**src/rtl/led_sr_ctrl_if.sv**
```systemverilog
// Client request ports and serial pad signals of the LED shift-register controller.
// The controller uses the slave modport; clients and pads sit on the master side.
interface led_sr_ctrl_if;
    logic [7:0] a_val;
    logic       a_go;
    logic       a_rdy;
    logic [7:0] b_val;
    logic       b_go;
    logic       b_rdy;
    logic       sr_data;
    logic       sr_clk;
    logic       sr_latch;
    logic       busy;

    modport master (
        output a_val, a_go, b_val, b_go,
        input  a_rdy, b_rdy, sr_data, sr_clk, sr_latch, busy
    );

    modport slave (
        input  a_val, a_go, b_val, b_go,
        output a_rdy, b_rdy, sr_data, sr_clk, sr_latch, busy
    );
endinterface

```
**src/rtl/led_sr_ctrl.sv**
```systemverilog
// Shares one 16-bit serial LED/control shift register between two byte clients.
// Define LED_SR_INIT_EN to shift out an all-zero image automatically after reset.
module led_sr_ctrl #(
    parameter int DIV = 2
) (
    input  logic          clk,
    input  logic          rst,
    led_sr_ctrl_if.slave  bus
);

    typedef enum logic [1:0] {IDLE, LOAD, SHIFT, LATCH} state_t;

`ifdef LED_SR_INIT_EN
    localparam logic DIRTY_RST = 1'b1;
`else
    localparam logic DIRTY_RST = 1'b0;
`endif

    localparam logic [7:0] HC_MAX = 8'(DIV - 1);

    state_t      state;
    logic [7:0]  img_a;
    logic [7:0]  img_b;
    logic        dirty;
    logic [15:0] shreg;
    logic [7:0]  hc;
    logic [3:0]  bitcnt;
    logic        cap_a;
    logic        cap_b;

    // A held go recaptures only every second cycle because rdy blocks it.
    assign cap_a = bus.a_go & ~bus.a_rdy;
    assign cap_b = bus.b_go & ~bus.b_rdy;

    // Per-client capture into the shadow bytes with a one-cycle acknowledge.
    always_ff @(posedge clk) begin
        if (rst) begin
            img_a     <= 8'h00;
            img_b     <= 8'h00;
            bus.a_rdy <= 1'b0;
            bus.b_rdy <= 1'b0;
        end else begin
            bus.a_rdy <= cap_a;
            bus.b_rdy <= cap_b;
            if (cap_a)
                img_a <= bus.a_val;
            if (cap_b)
                img_b <= bus.b_val;
        end
    end

    // Transfer scheduler: load image, shift 16 bits MSB first, then latch.
    always_ff @(posedge clk) begin
        if (rst) begin
            state        <= IDLE;
            dirty        <= DIRTY_RST;
            shreg        <= 16'h0000;
            hc           <= 8'h00;
            bitcnt       <= 4'h0;
            bus.sr_data  <= 1'b0;
            bus.sr_clk   <= 1'b0;
            bus.sr_latch <= 1'b0;
            bus.busy     <= 1'b0;
        end else begin
            // A capture in the LOAD cycle keeps dirty set for the next transfer.
            if (state == LOAD)
                dirty <= 1'b0;
            if (cap_a | cap_b)
                dirty <= 1'b1;

            unique case (state)
                IDLE: begin
                    if (dirty) begin
                        state    <= LOAD;
                        bus.busy <= 1'b1;
                    end
                end
                LOAD: begin
                    shreg       <= {img_b, img_a};
                    bus.sr_data <= img_b[7];
                    bus.sr_clk  <= 1'b0;
                    hc          <= 8'h00;
                    bitcnt      <= 4'h0;
                    state       <= SHIFT;
                end
                SHIFT: begin
                    if (hc != HC_MAX) begin
                        hc <= hc + 8'd1;
                    end else begin
                        hc <= 8'h00;
                        if (!bus.sr_clk) begin
                            bus.sr_clk <= 1'b1;
                        end else if (bitcnt == 4'd15) begin
                            bus.sr_clk   <= 1'b0;
                            bus.sr_data  <= 1'b0;
                            bus.sr_latch <= 1'b1;
                            state        <= LATCH;
                        end else begin
                            bus.sr_clk  <= 1'b0;
                            bitcnt      <= bitcnt + 4'd1;
                            shreg       <= {shreg[14:0], 1'b0};
                            bus.sr_data <= shreg[14];
                        end
                    end
                end
                LATCH: begin
                    if (hc != HC_MAX) begin
                        hc <= hc + 8'd1;
                    end else begin
                        hc           <= 8'h00;
                        bus.sr_latch <= 1'b0;
                        bus.busy     <= 1'b0;
                        state        <= IDLE;
                    end
                end
                default: state <= IDLE;
            endcase
        end
    end

endmodule

```
**src/flat_wrapper.sv**
```systemverilog
// flat-port wrapper written by rule: the top's interface ports become plain ports
module led_sr_ctrl_flat 
#(
    parameter int DIV = 2
)
  (clk, rst, bus_a_val, bus_a_go, bus_b_val, bus_b_go, bus_a_rdy, bus_b_rdy, bus_sr_data, bus_sr_clk, bus_sr_latch, bus_busy);
  led_sr_ctrl_if bus_i ();
  input  logic clk;
  input  logic rst;
  input wire logic [$bits(bus_i.a_val)-1:0] bus_a_val;
  input wire logic [$bits(bus_i.a_go)-1:0] bus_a_go;
  input wire logic [$bits(bus_i.b_val)-1:0] bus_b_val;
  input wire logic [$bits(bus_i.b_go)-1:0] bus_b_go;
  output wire logic [$bits(bus_i.a_rdy)-1:0] bus_a_rdy;
  output wire logic [$bits(bus_i.b_rdy)-1:0] bus_b_rdy;
  output wire logic [$bits(bus_i.sr_data)-1:0] bus_sr_data;
  output wire logic [$bits(bus_i.sr_clk)-1:0] bus_sr_clk;
  output wire logic [$bits(bus_i.sr_latch)-1:0] bus_sr_latch;
  output wire logic [$bits(bus_i.busy)-1:0] bus_busy;
  assign bus_i.a_val = bus_a_val;
  assign bus_i.a_go = bus_a_go;
  assign bus_i.b_val = bus_b_val;
  assign bus_i.b_go = bus_b_go;
  assign bus_a_rdy = bus_i.a_rdy;
  assign bus_b_rdy = bus_i.b_rdy;
  assign bus_sr_data = bus_i.sr_data;
  assign bus_sr_clk = bus_i.sr_clk;
  assign bus_sr_latch = bus_i.sr_latch;
  assign bus_busy = bus_i.busy;
  led_sr_ctrl #(.DIV(DIV)) u_core (.clk(clk), .rst(rst), .bus(bus_i));
endmodule
```
**config.mk**
```make
export PLATFORM = sky130hd
export DESIGN_NAME = led_sr_ctrl_flat
export DESIGN_NICKNAME = d
export VERILOG_FILES = /design/src/rtl/led_sr_ctrl_if.sv /design/src/rtl/led_sr_ctrl.sv /design/src/flat_wrapper.sv
export SDC_FILE = /design/constraint.sdc
export NUM_CORES = 1
export LEC_CHECK = 0
export BUFFER_PORTS_ARGS = -buffer_cell sky130_fd_sc_hd__buf_2
export CAP_MARGIN = 15
export CELL_PAD_IN_SITES_DETAIL_PLACEMENT = 2
export CELL_PAD_IN_SITES_GLOBAL_PLACEMENT = 2
export CORE_ASPECT_RATIO = 1.4
export CORE_UTILIZATION = 38
export DETAILED_ROUTE_END_ITERATION = 8
export PLACE_DENSITY = 0.85
export SYNTH_ARGS = -nofsm -noshare
export SYNTH_HDL_FRONTEND = slang
export SYNTH_SLANG_ARGS = --single-unit
```
**constraint.sdc**
```tcl
create_clock -name clk -period 3.44 [get_ports clk]
set_clock_uncertainty 0.05 [all_clocks]
set_input_delay 0.516 -clock clk [delete_from_list [all_inputs] [get_ports clk]]
set_output_delay 0.516 -clock clk [all_outputs]
set_load 0.05 [all_outputs]
```
==> results of run 1 <==
[per-layer routing]
metal / share of wire / global-route usage
met5: 0 / 0
met4: 0.015 / 0.0709
met3: 0.019 / 0.0305
met2: 0.55 / 0.395
met1: 0.41 / 0.224
[report_power, final]
part / internal (mW) / switching [mW]
Combinational: 0.222 / 0.391
Clock: 0.220 / 0.227
Sequential: 0.710 / 0.0701
[through the flow]
stage	cells	hold slack, ns	util	area (µm²)
3_3_place_gp	338	0.391	0.436	2450
6_report	346	0.375	0.457	2560
3_5_place_dp	338	0.400	0.436	2450
4_1_cts	346	0.373	0.457	2560
5_1_grt	346	0.370	0.457	2560
2_1_floorplan	257	0.386	-	2260
[cell families after synthesis]
family / after synthesis / share of synthesized area
AND/OR/NAND/NOR: 98 / 0.205
multiplexers: 16 / 0.0719
AO/OA/AOI/OAI: 56 / 0.164
buffers and inverters: 22 / 0.0370
adder cells (fa/ha/maj): 7 / 0.0387
flip-flops: 52 / 0.460
XOR/XNOR: 6 / 0.0232
[worst max-delay path: cells and delay by family (launching register included)]
family                   cells  cell delay [ns]
AO/OA/AOI/OAI                1             0.14
adder cells (fa/ha/maj)      1             0.19
AND/OR/NAND/NOR              3             1.68
flip-flops                   1             0.40
[state kept, by name, summed over array words and instances (netlist names)]
signal               flops
u_core.hc                8
u_core.bus.busy          1
u_core.bitcnt            4
u_core.dirty             1
u_core.bus.a_rdy         1
u_core.shreg            15
u_core.img_b             8
u_core.img_a             8
u_core.bus.sr_latch      1
u_core.state             2
u_core.bus.sr_data       1
u_core.bus.b_rdy         1
u_core.bus.sr_clk        1
[synthesized netlist by cell type (3+ instances only)]
| master | number |
|---|---|
| ha_1 | 7 |
| inv_1 | 7 |
| nor2b_1 | 4 |
| buf_1 | 4 |
| a31oi_1 | 3 |
| dfxtp_1 | 52 |
| a211oi_1 | 15 |
| nand3_1 | 8 |
| a21oi_1 | 23 |
| clkbuf_1 | 10 |
| mux2i_1 | 14 |
| nand2b_1 | 5 |
| nor2_1 | 27 |
| xor2_1 | 4 |
| nand2_1 | 38 |
[worst min-delay path by stage]
stage,slack (ns),to,cells after the start
after floorplan,0.39,u_core.img_a[1]$_SDFFE_PP0P_,2
after global placement,0.39,u_core.img_a[1]$_SDFFE_PP0P_,2
after detailed placement,0.40,u_core.img_a[6]$_SDFFE_PP0P_,2
after CTS,0.37,u_core.img_b[1]$_SDFFE_PP0P_,3
after global routing,0.37,u_core.img_b[0]$_SDFFE_PP0P_,3
final,0.38,u_core.img_b[0]$_SDFFE_PP0P_,3
[area by class of cell]
class / count / area share
clock inverter: 3 / 0.0181
clock buffer: 5 / 0.0269
sequential: 52 / 0.406
tap: 68 / 0.0332
multi-input combinational: 183 / 0.447
timing repair buffer: 28 / 0.0576
inverter: 7 / 0.0103
==> flow_metrics.py, run 1 <==
metrics = {
    "synth": {
        "yosysUniqueCellTypes": 45,
        "async_reset_ff_frac": 0,
        "seq_area_frac_synth": 0.460,
        "syn-num-nets": 284,
        "syn_inst": 257,
        "syn_area_um2": 2260,
        "synth_top_area_share": 0.460,
        "ys.flop_type": "dfxtp_1",
        "yosysWarnings": 0,
        "synth_edf_count": 0,
        "avgSynthCellArea_um2": 8.81,
        "ys_ff_latch": 52,
        "synth.area.top_cells": "dfxtp_1, nand2_1, mux2i_1",
        "yosysTopAreaCell": "dfxtp_1",
    },
    "setup_path": {
        "crit_start": "u_core.hc[0]$_SDFFE_PP0N_",
        "r2r-start": "u_core.hc[0]$_SDFFE_PP0N_",
        "max_stage_delay_ns": 0.65,
        "reg2reg_slack_ns": 0.92,
        "slowest_stage": "or4_1",
        "cp.required_ns": 3.65,
        "reg2reg_depth": 5,
        "path_class": "reg2reg",
        "critPathMaxFanout": 7,
        "crit_chain": "ha_1 > or4b_4 > or4_1 > or4_1 > a31oi_1",
        "crit_end": "u_core.bitcnt[3]$_SDFFE_PP0P_",
        "r2r-end": "u_core.bitcnt[3]$_SDFFE_PP0P_",
        "worstPathArrival_ns": 2.73,
        "crit_path_end_kind": "flop",
        "cp-start-kind": "flop",
        "crit_path_frequent_cell": "or4_1",
    },
    "clock_tree": {
        "cts_tree": "done",
        "clockBufferDepth": 2,
        "cts.repair.resized": 0,
        "cts_buffers": 5,
        "h-tree-depth": 2,
        "cts_root_buf": "clkbuf_8",
        "cts_hold_buf": 0,
        "postCtsSetupRepairBufs": 0,
        "insertion_delay_ns": 0.32,
        "clk_pin_slew_ns": 0.11,
        "clock-sinks": 52,
    },
    "floorplanning": {
        "die_w_um": 67.2,
        "core_area_um2": 5610,
        "start_util": 0.404,
        "die_y_um": 93.3,
        "ioPinCount": 26,
        "die-area_um2": 6270,
        "rows": 32,
    },
    "grt": {
        "grtUsageTotal": 0.208,
        "grt_max_degree": 32,
        "grt_pass1_wl_um": 9870,
        "antenna_found_initial": 0,
        "grt.overflow.total": 0,
        "grt_pass1_vias": 2073,
    },
    "job": {
        "drv_cap": 0,
    },
    "cells_and_area": {
        "synthToLayoutAreaGrowth_pct": 13.2,
        "num_antenna_cells": 0,
        "regArea_um2": 1040,
        "multiInputGateArea_um2": 1150,
        "drive_above_1_share": 0.151,
        "final_common_cell": "dfxtp_1",
        "final_nets": 304,
        "final_cell_mix": "dfxtp_1, nand2_1, nor2_1, buf_2, a21oi_1",
        "fillers": 639,
    },
    "route": {
        "vias_per_cell": 5.55,
        "wl_um": 5920,
        "vias": 1922,
        "antenna_left": 0,
        "wl_per_cell_um": 17.1,
        "drc": 0,
        "first_pass_iters": 3,
        "drt-initial-drc-count": 50,
    },
    "power_and_ir_drop": {
        "powerDensity_nw_per_um2": 718,
        "finalPower_mw": 1.84,
        "irDropWorstVdd_mv": 0.331,
        "leakage_nw": 0.935,
    },
    "worst_hold_path": {
        "min_from": "bus_b_val[0]",
        "holdCritPathClass": "in2reg",
    },
    "timing": {
        "max_slew_margin": 0.529,
        "post-route-period-util": 0.734,
        "setup_viol": 0,
        "rsz0062_at_grt": "false",
        "finalCriticalPeriod_ns": 2.52,
        "fmax_ghz": 0.396,
        "setup_ws_ns": 0.915,
        "tightestPinTransition_ns": 0.699,
        "hold_violations": 0,
        "setup_tns_ns": 0,
        "finalMaxSlewViolations": 0,
    },
    "placed_design": {
        "dp_slack_ns": 0.912,
        "port_buffers": 25,
        "dp_hpwl_um": 4080,
        "place_congestion": 0.705,
    },
    "run_status": {
        "status": "finished clean",
    },
}
Power figures use the tool's default switching activity.
==> inputs of run 2 (changes only) <==
- CORE_UTILIZATION: 38 -> 35
- PLACE_DENSITY: 0.85 -> 0.79
- clock period: 3.44 -> 2.5 ns (I/O delays scaled with it)
==> flow_metrics.py, run 2 (synthesized netlist as in run 1, its figures left out) <==
metrics = {
    "run_status": {
        "status": "finished clean",
    },
    "clock_tree": {
        "cts_buffers": 5,
        "insertion_delay_ns": 0.30,
        "clk_pin_slew_ns": 0.09,
        "clockBufferDepth": 2,
        "cts_tree": "done",
        "cts_root_buf": "clkbuf_8",
        "postCtsSetupRepairBufs": 0,
        "cts.repair.resized": 0,
        "cts_hold_buf": 0,
        "h-tree-depth": 2,
        "clock-sinks": 52,
    },
    "route": {
        "vias_per_cell": 5.36,
        "vias": 1907,
        "wl_per_cell_um": 15.9,
        "antenna_left": 0,
        "first_pass_iters": 4,
        "drc": 0,
        "wl_um": 5660,
        "drt-initial-drc-count": 59,
    },
    "cells_and_area": {
        "num_antenna_cells": 0,
        "synthToLayoutAreaGrowth_pct": 15.8,
        "final_common_cell": "dfxtp_1",
        "largest_register_ffs": 15,
        "fillers": 711,
        "top_register": "u_core.shreg",
        "final_cell_mix": "dfxtp_1, nand2_1, nor2_1, buf_2, a21oi_1",
        "final_nets": 310,
        "drive_above_1_share": 0.169,
    },
    "floorplanning": {
        "ioPinCount": 26,
        "core_area_um2": 6210,
        "rows": 34,
        "start_util": 0.364,
        "die_w_um": 70.0,
        "die_y_um": 97.2,
        "die-area_um2": 6800,
    },
    "placed_design": {
        "dp_slack_ns": 0.0855,
        "place_congestion": 0.728,
        "port_buffers": 25,
        "dp_hpwl_um": 4080,
    },
    "power_and_ir_drop": {
        "powerDensity_nw_per_um2": 966,
        "leakage_nw": 0.970,
        "irDropWorstVdd_mv": 0.342,
    },
    "setup_path": {
        "cp-start-kind": "flop",
        "path_class": "reg2reg",
        "max_stage_delay_ns": 0.55,
        "crit_path_end_kind": "flop",
        "slowest_stage": "or4_4",
        "crit_chain": "inv_1 > ha_1 > or4b_4 > or4_4 > or4_1 > a31oi_1",
        "cp.required_ns": 2.68,
        "worstPathArrival_ns": 2.56,
        "critPathMaxFanout": 5,
    },
    "timing": {
        "rsz0062_at_grt": "false",
        "finalMaxSlewViolations": 0,
        "fmax_ghz": 0.421,
        "hold_violations": 0,
        "max_slew_margin": 0.622,
        "setup_ws_ns": 0.122,
        "setup_tns_ns": 0,
        "finalCriticalPeriod_ns": 2.38,
        "post-route-period-util": 0.951,
        "tightestPinTransition_ns": 0.566,
        "setup_viol": 0,
    },
    "grt": {
        "grt_pass1_vias": 2090,
        "grt.overflow.total": 0,
        "antenna_found_initial": 0,
        "grt_pass1_wl_um": 9780,
        "grtUsageTotal": 0.177,
        "grt_max_degree": 32,
    },
    "worst_hold_path": {
        "holdCritPathClass": "in2reg",
    },
    "job": {
        "drv_cap": 0,
    },
}
-- run 2: cell type report --
class	count	area (µm²)	area share
timing repair buffer	34	205	0.0783
multi-input combinational	183	1150	0.439
inverter	7	26.3	0.0100
clock buffer	6	72.6	0.0277
clock inverter	2	35.0	0.0134
sequential	52	1040	0.397
tap	72	90.1	0.0344
-- run 2: path summary, 6_finish.rpt --
kind	start	to	slack [ns]	cells after the start
hold reg to reg	u_core.img_a[6]$_SDFFE_PP0P_	u_core.img_a[6]$_SDFFE_PP0P_	0.41	2
setup reg to reg	u_core.hc[1]$_SDFFE_PP0N_	u_core.bitcnt[3]$_SDFFE_PP0P_	0.12	6
setup / recovery	u_core.hc[1]$_SDFFE_PP0N_	u_core.bitcnt[3]$_SDFFE_PP0P_	0.12	6
hold / removal	bus_b_val[4]	u_core.img_b[4]$_SDFFE_PP0P_	0.25	3
-- run 2: worst max-delay path, delay by kind of cell (launching register included) --
kind            cells  cell delay (ns)
flops               1             0.35
fa+ha+maj           1             0.16
compound gates      1             0.14
buf+inv             1             0.08
simple gates        3             1.54
-- run 2: report_power, final --
group / switching, mW / leakage, nW / internal, mW
registers: 0.0877 / 0.426 / 0.977
clock network: 0.275 / 0.0552 / 0.298
logic: 0.534 / 0.489 / 0.360
-- run 2: metal layers --
layer	vias to the layer above	share of wire	global-route usage
met5	-	0	0
met4	0	0.012	0.0523
met3	4	0.018	0.0259
met2	18	0.54	0.337
met1	933	0.43	0.198
li1	952	-	-
-- run 2: per-stage QoR --
step	util	total power, mW	hold slack (ns)	area [µm²]	std cells
final	0.422	2.53	0.254	2620	356
after global routing	0.422	2.70	0.254	2620	356
after CTS	0.421	2.58	0.246	2620	356
after detailed placement	0.404	2.00	0.401	2510	348
after global placement	0.404	1.95	0.393	2510	348
after floorplan	-	1.69	0.386	2260	257
